--- src/rtl/grid_plot_scheduler.sv ---
// grid_plot_scheduler: sole driver of the vga_adapter plot port for the 28x28 cell grid.
// Queued single-cell redraws and full-grid repaints are expanded into 4x4 pixel blocks.
// Optional build macro: GRID_PLOT_COALESCE_EN (merge a request into a matching FIFO tail entry).
module grid_plot_scheduler #(
  parameter int GRID_SIZE  = 28,
  parameter int FIFO_DEPTH = 8
) (
  input  logic       CLOCK_50,
  input  logic       reset,
  input  logic       cell_req,
  input  logic [4:0] cell_x,
  input  logic [4:0] cell_y,
  input  logic [2:0] cell_colour,
  output logic       cell_ready,
  input  logic       full_req,
  output logic [4:0] rd_x,
  output logic [4:0] rd_y,
  input  logic [2:0] rd_colour,
  output logic [7:0] vga_x,
  output logic [6:0] vga_y,
  output logic [2:0] vga_colour,
  output logic       vga_plot,
  output logic       busy,
  output logic       drop_err
);

  localparam int PW = $clog2(FIFO_DEPTH);
  localparam int CW = PW + 1;
  localparam logic [4:0]    LAST    = 5'(GRID_SIZE - 1);
  localparam logic [4:0]    GRID_C  = 5'(GRID_SIZE);
  localparam logic [CW-1:0] DEPTH_C = CW'(FIFO_DEPTH);

  typedef enum logic [1:0] {IDLE, FETCH, LOAD, PAINT} state_t;

  state_t state, state_n;

  // FIFO storage: {x[4:0], y[4:0], colour[2:0]}
  logic [12:0]   mem [FIFO_DEPTH];
  logic [PW-1:0] wr_ptr, rd_ptr;
  logic [CW-1:0] count;
  logic [12:0]   head;

  logic in_range, accept, push, pop, flush, coal_hit;
  logic pending, clr_pending;

  // Current paint cell (queued cell or repaint counter), its colour, offsets, mode
  logic [4:0] px, py, px_n, py_n;
  logic [2:0] pcol, pcol_n;
  logic [1:0] ox, oy, ox_n, oy_n;
  logic       mode, mode_n;   // 1 = full repaint, 0 = queued cell

  assign head     = mem[rd_ptr];
  assign in_range = (cell_x < GRID_C) && (cell_y < GRID_C);

`ifdef GRID_PLOT_COALESCE_EN
  logic [PW-1:0] tail_ptr;
  logic [12:0]   tail;
  assign tail_ptr = wr_ptr - 1'b1;
  assign tail     = mem[tail_ptr];
  // A tail entry that is leaving (popped as the only entry, or flushed) cannot absorb a request
  assign coal_hit = in_range && (count != '0) && (tail[12:8] == cell_x) &&
                    (tail[7:3] == cell_y) && !(pop && (count == CW'(1))) && !flush;
`else
  assign coal_hit = 1'b0;
`endif

  assign cell_ready = (count < DEPTH_C) || coal_hit;
  assign accept     = cell_req && cell_ready;
  assign push       = accept && in_range && !coal_hit;
  assign busy       = (state != IDLE) || (count != '0) || pending;

  // FIFO entry storage; coalescing rewrites only the colour field of the tail
  always_ff @(posedge CLOCK_50) begin
    if (push) begin
      mem[wr_ptr] <= {cell_x, cell_y, cell_colour};
    end
`ifdef GRID_PLOT_COALESCE_EN
    else if (accept && coal_hit) begin
      mem[tail_ptr][2:0] <= cell_colour;
    end
`endif
  end

  // FIFO pointers and occupancy; a flush discards old entries but keeps a same-cycle push
  always_ff @(posedge CLOCK_50 or posedge reset) begin
    if (reset) begin
      wr_ptr <= '0;
      rd_ptr <= '0;
      count  <= '0;
    end else begin
      wr_ptr <= wr_ptr + PW'(push);
      if (flush) begin
        rd_ptr <= wr_ptr;
        count  <= CW'(push);
      end else begin
        rd_ptr <= rd_ptr + PW'(pop);
        count  <= count + CW'(push) - CW'(pop);
      end
    end
  end

  // Repaint request flag and sticky drop error
  always_ff @(posedge CLOCK_50 or posedge reset) begin
    if (reset) begin
      pending  <= 1'b0;
      drop_err <= 1'b0;
    end else begin
      pending  <= full_req || (pending && !clr_pending);
      drop_err <= drop_err || (accept && !in_range);
    end
  end

  // Next-state logic, FIFO pop/flush decisions and paint-cell sequencing
  always_comb begin
    state_n     = state;
    px_n        = px;
    py_n        = py;
    pcol_n      = pcol;
    ox_n        = ox;
    oy_n        = oy;
    mode_n      = mode;
    pop         = 1'b0;
    flush       = 1'b0;
    clr_pending = 1'b0;
    unique case (state)
      IDLE: begin
        if (pending) begin
          clr_pending = 1'b1;
          flush       = 1'b1;
          px_n        = '0;
          py_n        = '0;
          mode_n      = 1'b1;
          state_n     = FETCH;
        end else if (count != '0) begin
          pop     = 1'b1;
          px_n    = head[12:8];
          py_n    = head[7:3];
          pcol_n  = head[2:0];
          ox_n    = '0;
          oy_n    = '0;
          mode_n  = 1'b0;
          state_n = PAINT;
        end
      end
      FETCH: state_n = LOAD;
      LOAD: begin
        pcol_n  = rd_colour;
        ox_n    = '0;
        oy_n    = '0;
        state_n = PAINT;
      end
      PAINT: begin
        if (ox == 2'd3 && oy == 2'd3) begin
          if (!mode || (px == LAST && py == LAST)) begin
            state_n = IDLE;
          end else begin
            if (px == LAST) begin
              px_n = '0;
              py_n = py + 5'd1;
            end else begin
              px_n = px + 5'd1;
            end
            state_n = FETCH;
          end
        end else begin
          ox_n = ox + 2'd1;
          if (ox == 2'd3) oy_n = oy + 2'd1;
        end
      end
      default: state_n = IDLE;
    endcase
  end

  // State and paint-cell registers
  always_ff @(posedge CLOCK_50 or posedge reset) begin
    if (reset) begin
      state <= IDLE;
      px    <= '0;
      py    <= '0;
      pcol  <= '0;
      ox    <= '0;
      oy    <= '0;
      mode  <= 1'b0;
    end else begin
      state <= state_n;
      px    <= px_n;
      py    <= py_n;
      pcol  <= pcol_n;
      ox    <= ox_n;
      oy    <= oy_n;
      mode  <= mode_n;
    end
  end

  // Registered plot/lookup outputs built from next-state values so they align with the state
  always_ff @(posedge CLOCK_50 or posedge reset) begin
    if (reset) begin
      vga_plot   <= 1'b0;
      vga_x      <= '0;
      vga_y      <= '0;
      vga_colour <= '0;
      rd_x       <= '0;
      rd_y       <= '0;
    end else begin
      vga_plot <= (state_n == PAINT);
      if (state_n == PAINT) begin
        vga_x      <= {1'b0, px_n, ox_n};
        vga_y      <= {py_n, oy_n};
        vga_colour <= pcol_n;
      end
      if (state_n == FETCH) begin
        rd_x <= px_n;
        rd_y <= py_n;
      end
    end
  end

endmodule
--- config.mk ---
export PLATFORM = sky130hd
export DESIGN_NAME = grid_plot_scheduler
export DESIGN_NICKNAME = d
export VERILOG_FILES = /design/src/rtl/grid_plot_scheduler.sv
export SDC_FILE = /design/constraint.sdc
export NUM_CORES = 1
export LEC_CHECK = 0
export ABC_AREA = 1
export ABC_CLOCK_PERIOD_IN_PS = 2300
export BUFFER_PORTS_ARGS = -buffer_cell sky130_fd_sc_hd__buf_2
export CAP_MARGIN = 20
export CORE_UTILIZATION = 45
export CTS_CLUSTER_DIAMETER = 120
export DETAILED_ROUTE_END_ITERATION = 6
export GPL_TIMING_DRIVEN = 0
export PLACE_DENSITY = 0.75
export REMOVE_ABC_BUFFERS = 1
export SYNTH_ARGS = -nofsm -noshare
export SYNTH_HDL_FRONTEND = slang
export SYNTH_SLANG_ARGS = --single-unit
--- constraint.sdc ---
create_clock -name CLOCK_50 -period 2.3 [get_ports CLOCK_50]
set_input_delay 0.23 -clock CLOCK_50 [delete_from_list [all_inputs] [get_ports CLOCK_50]]
set_output_delay 0.23 -clock CLOCK_50 [all_outputs]
set_load 0.1 [all_outputs]
## Word level (Yosys, flattened, before mapping)

Memories as Yosys holds them, arrays and structs flattened.
Cells that the tools add are included.

| storage, ports and cells | value |
|---|---|
| word-level logic and storage cells | 99 |
| register bits after elaboration | 60 |
| RAM bits | 104 |
| input bits | 20 |
| memories | 1 |

Memory list:

| name | words | width | rd ports | clocked after memory_dff | wr ports | RTL line | RTL |
|---|---|---|---|---|---|---|---|
| mem | 8 | 13 | 1 | 0 | 1 | 38 | `logic [12:0] mem [FIFO_DEPTH];` |

| operators by class | value |
|---|---|
| equal/unequal tests | 9 |
| magnitude comparators | 3 |
| reductions and logical operators | 20 |
| muxes and demuxes | 40 |
| $add $sub $neg | 8 |

Operator list:

| cell | count |
|---|---|
| 5-bit 2-to-1 mux | 10 |
| 2-bit 2-to-1 mux | 10 |
| 5-bit case mux with 2 select lines | 2 |
| 2-bit case mux with 3 select lines | 2 |
| 5-bit by 1-bit adder with 5-bit output, second input constant | 2 |
| 2-bit == test, second input constant | 5 |
| 5-bit == test, second input constant | 2 |
| 5-bit less-than comparator, second input constant | 2 |
| 1-bit 2-to-1 mux | 10 |
| 3-bit 2-to-1 mux | 3 |
| 2-bit case mux with 4 select lines | 1 |
| 1-bit logical AND | 7 |
| 3-bit by 1-bit adder with 3-bit output | 2 |
| 3-bit case mux with 2 select lines | 1 |
| 1-bit logical OR | 5 |
| 2-bit by 1-bit adder with 2-bit output, second input constant | 2 |
| 4-bit by 1-bit adder with 4-bit output | 1 |
| 2-bit by 1-bit == test with 1-bit output, second input constant | 2 |
| 4-bit less-than comparator, second input constant | 1 |
| 4-bit 2-to-1 mux | 1 |
| 2-bit nonzero test | 2 |
| 4-bit nonzero test | 1 |
| 4-bit by 1-bit subtractor with 4-bit output | 1 |
| 1-bit zero test | 3 |
| 2 further kinds | 2 |

## Logic depth before layout (Yosys ltp)

Gate-level depths: netlist of the first run.

| logic depth | value |
|---|---|
| depth in word-level cells | 7 |
| depth in mapped cells | 13 |
| gate-level depth less buffers | 12 |

## Worst setup path after synthesis of the first run

OpenSTA, ideal clock, no wires.

| path | value |
|---|---|
| path type | reg-to-reg |
| start point | register count[3] |
| end point | register count[2] |
| path slack | -0.537 ns |
| cell stages (with the launch flop) | 13 |
| data arrival time | 2.718 ns |
| data required time | 2.181 ns |
| buffers on the path | 1 |
| path through | dfrtp_1 inv_1 ha_1 nand2_1 nand2_1 nor2_1 buf_2 ha_1 inv_1 ha_1 fa_1 xnor2_1 nor2_1 |

| on the way | value |
|---|---|
| longest elaborated chain between the ends | 6 |

RTL lines:

| what | RTL line | RTL |
|---|---|---|
| start, declared | 40 | `logic [CW-1:0] count;` |
| start signal, assigned | 94 | `count <= CW'(push);` |
| start signal, assigned | 97 | `count <= count + CW'(push) - CW'(pop);` |
| 4-bit less-than comparator | 67 | `assign cell_ready = (count < DEPTH_C) \|\| coal_hit;` |
| via cell_ready | 14 | `output logic cell_ready,` |
| 1-bit logical AND | 68 | `assign accept = cell_req && cell_ready;` |
| 1-bit logical AND | 69 | `assign push = accept && in_range && !coal_hit;` |
| 4-bit by 1-bit adder with 4-bit output | 97 |  |
| 4-bit by 1-bit subtractor with 4-bit output | 97 |  |
| 4-bit 2-to-1 mux | 92 | `if (flush) begin` |

The timed path passes the listed nets, and every way through them passes these cells.
A chain may end at the register's enable or synchronous reset.

## Worst setup path in the final report of the first run

| path | value |
|---|---|
| start point | register rd_ptr[2] |
| end point | register vga_x[6] |

| on the way | value |
|---|---|
| longest elaborated chain between the ends | 4 |

RTL lines:

| what | RTL line | RTL |
|---|---|---|
| start, declared | 39 | `logic [PW-1:0] wr_ptr, rd_ptr;` |
| start signal, assigned | 93 | `rd_ptr <= wr_ptr;` |
| start signal, assigned | 96 | `rd_ptr <= rd_ptr + PW'(pop);` |
| memory read 8 x 13 bit | -- |  |
| 5-bit 2-to-1 mux | 134 | `end else if (count != '0) begin` |
| 5-bit 2-to-1 mux | 127 | `if (pending) begin` |
| 5-bit case mux with 2 select lines | 125 | `unique case (state)` |
| via px_n[4] | 47 | `logic [4:0] px, py, px_n, py_n;` |
| end signal, assigned | 207 | `vga_x <= {1'b0, px_n, ox_n};` |
| end, declared | 19 | `output logic [7:0] vga_x,` |

The timed path passes the listed nets, and every way through them passes these cells.

==> run metrics, run 1 <==
GRT Util Overall=20.5%; Final nets=849; first-pass GRT wire length=25.6 mm; crit start category=register; crit path capture=vga_x[6]; core area=15900 µm²; max-cap violations=0; vias in the first global route=5217; Sink Count=164; sequential area share after synthesis=62.8%; root buffer cell=clkbuf_16; DR vias=5371; Congestion Overflow GR=0; drt drc=0; Final TNS setup=0 ns; met2 WL post-DR=7.92 mm; clock buffer depth=2; Post-synth ARST share=36.6%; Initial Util=46.2%; Worst Setup SP=rd_ptr[2]; DR top layer=met4; DIE HEIGHT=130 µm; FF-to-FF setup slack=0.11 ns; Worst Tran Pin Value=0.877 ns; IO Count=52; CP dominant cell by count=nand2_1; TritonCTS Buffers=17; pre-CTS setup slack=-0.376 ns; die area=16900 µm²; IO buf count=50; pin count of the biggest net entering global routing=46; clock skew=0.00534 ns; H-Tree Depth=4; DR WL met3=920 µm; Worst R2R Path Depth=8; relative slew slack=41.5%; Reg2Reg Launch Point=rd_ptr[2]; CTS tree=yes; status=completed; fin util=53.9%; crit path time final=2.19 ns; setup repair after global routing missed its margin=yes; YS warnings=0; Detailed Routing Iterations Pass 1=5; placed cell area=7930 µm²; most common cell after layout, fill and taps aside=nand2_1; Main synth FF type=edfxtp_1; peak supply drop=0.842 mV; clock transition at the registers of the reported paths=0.07 ns; Detailed Route WL=16.2 mm; Final WS setup=0.110 ns; DR iter-0 viols=327; share of cells above drive strength 1=15.5%; reg2reg end=vga_x[6]; post-synthesis cell area=7360 µm²; Final Hold Fails=0; initial antenna violation count=0; endpoint class of the critical path=register; Lkg Pwr=3.75 nW; wire per inst=15.5 µm; critical path class=register to register; most frequent cells in the layout=nand2_1, edfxtp_1, nor2_1; Syn Inst Count=752; Clk Latency, worst-skew pair=0.43 ns; Core Rows=46; fin area=8590 µm²; period utilization=95.2%; Area Growth Syn to Fin=16.8%; remaining antenna violation count after routing=0; # setup viols final=0; Crit-path slowest cell=dfrtp_1; power per cell area=803 nW/µm²; EDFF count, synth=104; required time of the critical path=2.68 ns; Max Freq=0.457 GHz; worst min-delay path class=input port to register; Synth cell types=37; CP arrival=2.57 ns; routability cong.=0.845; Final HPWL DP=10.7 mm; total power=6.90 mW; CP cell instances=inv_1 > nand3_1 > nand3_1 > nand2_1 > nand2_1 > nand2_1 > nand2_1 > nand2_1; flops & latches, synth=164; crit-path max FO=15; drt via density=5.16; # diodes=0; Final Slew Violations=0; Max stage delay on crit path=0.83 ns; Syn Area/Cell=9.78 µm²; met1 WL=6.77 mm; DIE WIDTH=130 µm
-- sequential cells by signal, indices dropped and copies added (netlist names) --
signal	cells
drop_err	1
rd_x	5
oy	2
wr_ptr	3
mode	1
px	5
rd_y	5
vga_colour	3
py	5
count	4
pcol	3
vga_y	7
vga_x	7
state	2
vga_plot	1
ox	2
pending	1
rd_ptr	3
mem	104
-- final cells by class --
cell class	count	area [µm²]
Sequential cell	164	4630
Fill cell	1352	7350
Clock inverter	15	148
Clock buffer	17	425
Timing Repair Buffer	65	475
Tap cell	216	270
Inverter	73	283
Multi-Input combinational cell	490	2360
-- synthesized netlist by cell type (all sizes together), types with 2 or more instances --
cell type	instances	share of area (%)
ha	17	2.9
nor2	83	4.6
clkinv	3	0.15
buf	15	1.3
inv	70	3.6
o21ai	49	3.5
nand2	235	12
a21boi	4	0.41
clkbuf	10	0.51
edfxtp	104	42
nand3b	2	0.20
nand3	72	5.0
a21oi	5	0.34
xnor2	2	0.24
o211ai	6	0.61
dfrtp	60	20
nand4	5	0.43
-- repair_timing --
item / 4_1_cts / 5_1_grt
resized for setup: 8 / 10
gates cloned: 0 / 1
buffers inserted: 0 / 0
endpoints found under the setup margin: 37 / 37
endpoints found under the hold margin: 25 / 0
hold buffers: 2 / 0
-- stage by stage --
stage	hold WS, ns	instances
after floorplan	0.329	727
after global placement	0.451	993
after detailed placement	0.306	1005
after CTS	0.0496	1039
after global routing	0.0515	1040
final	0.0640	1040
-- routing by layer --
layer | vias to the layer above | GRT usage, %
met5 | - | 0
met4 | 0 | 12.3
met3 | 36 | 4.06
met2 | 174 | 33.3
met1 | 2567 | 25.4
li1 | 2594 | -
-- critical path: cells and delay by family, from the launching register on --
kind | cells | cell delay, ns
buffers and inverters | 1 | 0.49
DFF | 1 | 0.83
and+or+nand+nor | 7 | 0.81
-- cells by family after synthesis --
logic type	Yosys count	share of synthesized area (%)
simple gates	399	22.6
compound gates	69	5.34
buf+inv	98	5.59
other cells	1	0.0510
fa+ha+maj	18	3.16
flops	164	62.8
xor+xnor	3	0.357
-- worst min-delay path by stage --
stage / from / endpoint / slack, ns / cells past startpoint
final: rd_colour[1] / pcol[1] / 0.06 / 3
after global routing: rd_colour[1] / pcol[1] / 0.05 / 3
after CTS: rd_colour[1] / pcol[1] / 0.05 / 3
after detailed placement: reset / vga_x[1] / 0.31 / 2
after global placement: drop_err / drop_err / 0.45 / 1
after floorplan: cell_colour[0] / mem[0][0] / 0.33 / 0
-- power by group --
| group | switching (mW) | total, mW | internal (mW) | leakage [nW] |
|---|---|---|---|---|
| sequential | 0.0829 | 3.44 | 3.36 | 1.68 |
| clock | 1.22 | 2.73 | 1.51 | 0.273 |
| combinational | 0.513 | 0.732 | 0.220 | 1.79 |
| total | 1.81 | 6.90 | 5.09 | 3.75 |
Power figures use the tool's default switching activity.
==> inputs of run 2 (changes only) <==
- CORE_UTILIZATION: 45 -> 54
- PLACE_DENSITY: 0.75 -> 0.85
- SETUP_SLACK_MARGIN: unset -> 0.3
==> run metrics, run 2 (synthesis results as in run 1) <==
GRT Util Overall=28.7% (+8.2 points); most frequent cells in the layout=nand2_1, edfxtp_1, nand3_1; fin util=68.0% (+14 points); first-pass GRT wire length=30.2 mm (+18%); most common cell after layout, fill and taps aside=nand2_1; period utilization=95.3% (+0.12 points); DIE WIDTH=119 µm (-8.6%); H-Tree Depth=4 (unchanged); vias in the first global route=5849 (+12%); multi-input logic area=2550 µm² (+8.0%); Max Freq=0.456 GHz (-0.13%); drt via density=6.16 (+19%); CP arrival=2.31 ns (-0.26 ns); Detailed Route WL=22.1 mm (+37%); drt drc=0 (unchanged); Final HPWL DP=10.9 mm (+1.1%); IO buf count=50 (unchanged); biggest regs=mem x104, vga_x x7, vga_y x7; initial antenna violation count=0 (unchanged); reg2reg end=mem[7][6]; crit-path max FO=8 (-7); core area=13200 µm² (-17%); # diodes=0 (unchanged); peak supply drop=0.958 mV (+14%); Final Hold Fails=0 (unchanged); Worst R2R Path Depth=6 (-2); required time of the critical path=2.42 ns (-0.26 ns); Sink Count=164 (unchanged); share of cells above drive strength 1=21.9% (+6.3 points); Initial Util=55.6% (+9.4 points); root buffer cell=clkbuf_16; FF-to-FF setup slack=0.11 ns (about the same); total power=7.37 mW (+6.8%); Reg2Reg Launch Point=count[3]; DR iter-0 viols=864 (+160%); TritonCTS Buffers=17 (unchanged); clock transition at the registers of the reported paths=0.07 ns (about the same); Biggest register=mem; Clk Latency, worst-skew pair=0.43 ns (about the same); pin count of the biggest net entering global routing=37 (-20%); clock buffer depth=2 (unchanged); status=completed; DIE HEIGHT=119 µm (-8.6%); # setup viols final=0 (unchanged); setup repair after global routing missed its margin=yes; Congestion Overflow GR=0 (unchanged); max reg flops=104 (unchanged); critical path class=register to register; CTS tree=yes; clock skew=0.0161 ns (+0.0108 ns); fillcell total=837 (-38%); IO Count=52 (unchanged); relative slew slack=36.0% (-5.4 points); Lkg Pwr=3.93 nW (+5.1%); Area Growth Syn to Fin=22.4%; WHS Endpoint=pending; routability cong.=0.876 (+3.6%); worst min-delay path class=input port to register; Core Rows=42 (-8.7%); Sequential Area=4640 µm² (+0.27%); wire per inst=21.6 µm (+39%); crit path time final=2.19 ns (+0.00283 ns); Worst Hold Depth=2 (-1); Final Slew Violations=0 (unchanged); DR vias=6321 (+18%); Detailed Routing Iterations Pass 1=6 (+1); endpoint class of the critical path=register; remaining antenna violation count after routing=0 (unchanged); max-cap violations=0 (unchanged); power per cell area=818 nW/µm² (+1.8%); critical hold path startpoint=full_req; crit start category=register; die area=14100 µm² (-16%); Worst Tran Pin Value=0.956 ns (+0.0791 ns); Final nets=875 (+3.1%)
## run 2: cell types whose count changed in the layout (fill, tap and decap cells not counted), moves of 4 or more
cell	delta
dfrtp_2	+4
buf_4	+23
nor2_4	+4
nand2_1	-5
ha_4	+8
dfrtp_1	-6
inv_4	+4
o21ai_1	+5
nor2_1	-6
clkinv_4	-4
ha_1	-8
o21ai_0	-5
inv_1	-5
## run 2: area by class of cell
type	instances	area share (%)
Sequential cell	164	51.5
Timing Repair Buffer	91	7.74
Clock buffer	25	5.67
Tap cell	176	2.44
Inverter	73	3.28
Multi-Input combinational cell	490	28.4
Clock inverter	7	1.01
## run 2: power by group
| group | switching [mW] | internal [mW] | leakage (nW) | total, mW |
|---|---|---|---|---|
| Sequential | 0.111 | 3.36 | 1.67 | 3.47 |
| Clock | 1.15 | 1.77 | 0.301 | 2.92 |
| Combinational | 0.659 | 0.323 | 1.96 | 0.982 |
## run 2: worst max-delay path, cell delays in order, from the launching register on
cell,delay (ns)
dfrtp_1,0.38
inv_2,0.08
nand2_1,0.09
nor2_4,0.16
nand2_1,0.15
nor2_1,0.76
buf_6,0.27
## run 2: how the worst max path moves through the flow
stage / from / endpoint / cells past startpoint
4_1_cts: count[3] / mem[5][8] / 6
3_5_place_dp: rd_ptr[0] / rd_y[1] / 10
3_3_place_gp: rd_ptr[0] / vga_y[3] / 9
5_1_grt: count[3] / count[1] / 12
2_1_floorplan: rd_ptr[0] / rd_x[1] / 9
6_report: count[3] / mem[7][6] / 6
## run 2: layer usage
layer / GRT usage, % / vias up / share of wire [%]
met1: 33.5 / 2921 / 33
met4: 17.2 / 0 / 7.4
met2: 47.6 / 580 / 48
li1: - / 2637 / -
met3: 7.43 / 183 / 12
met5: 0 / - / 0
## run 2: repair_timing
action / 4_1_cts / 5_1_grt
setup endpoints to repair: 121 / 100
pin swaps: 7 / 20
hold endpoints to repair: 24 / 0
buffers inserted: 14 / 14
resized for setup: 35 / 49
hold buffers: 1 / 0
## run 2: metrics by stage
stage,cells,hold WS (ns),setup WS (ns),setup TNS (ns),cell area (µm²)
after global placement,953,0.447,-2.20,-108.46,7690
final,1026,0.0436,0.107,0,9010
after floorplan,727,0.329,-0.732,-37.67,7220
after CTS,1012,0.0293,0.198,0,8720
after global routing,1026,0.0446,0.0899,0,9010
after detailed placement,965,0.311,-0.902,-24.81,7860
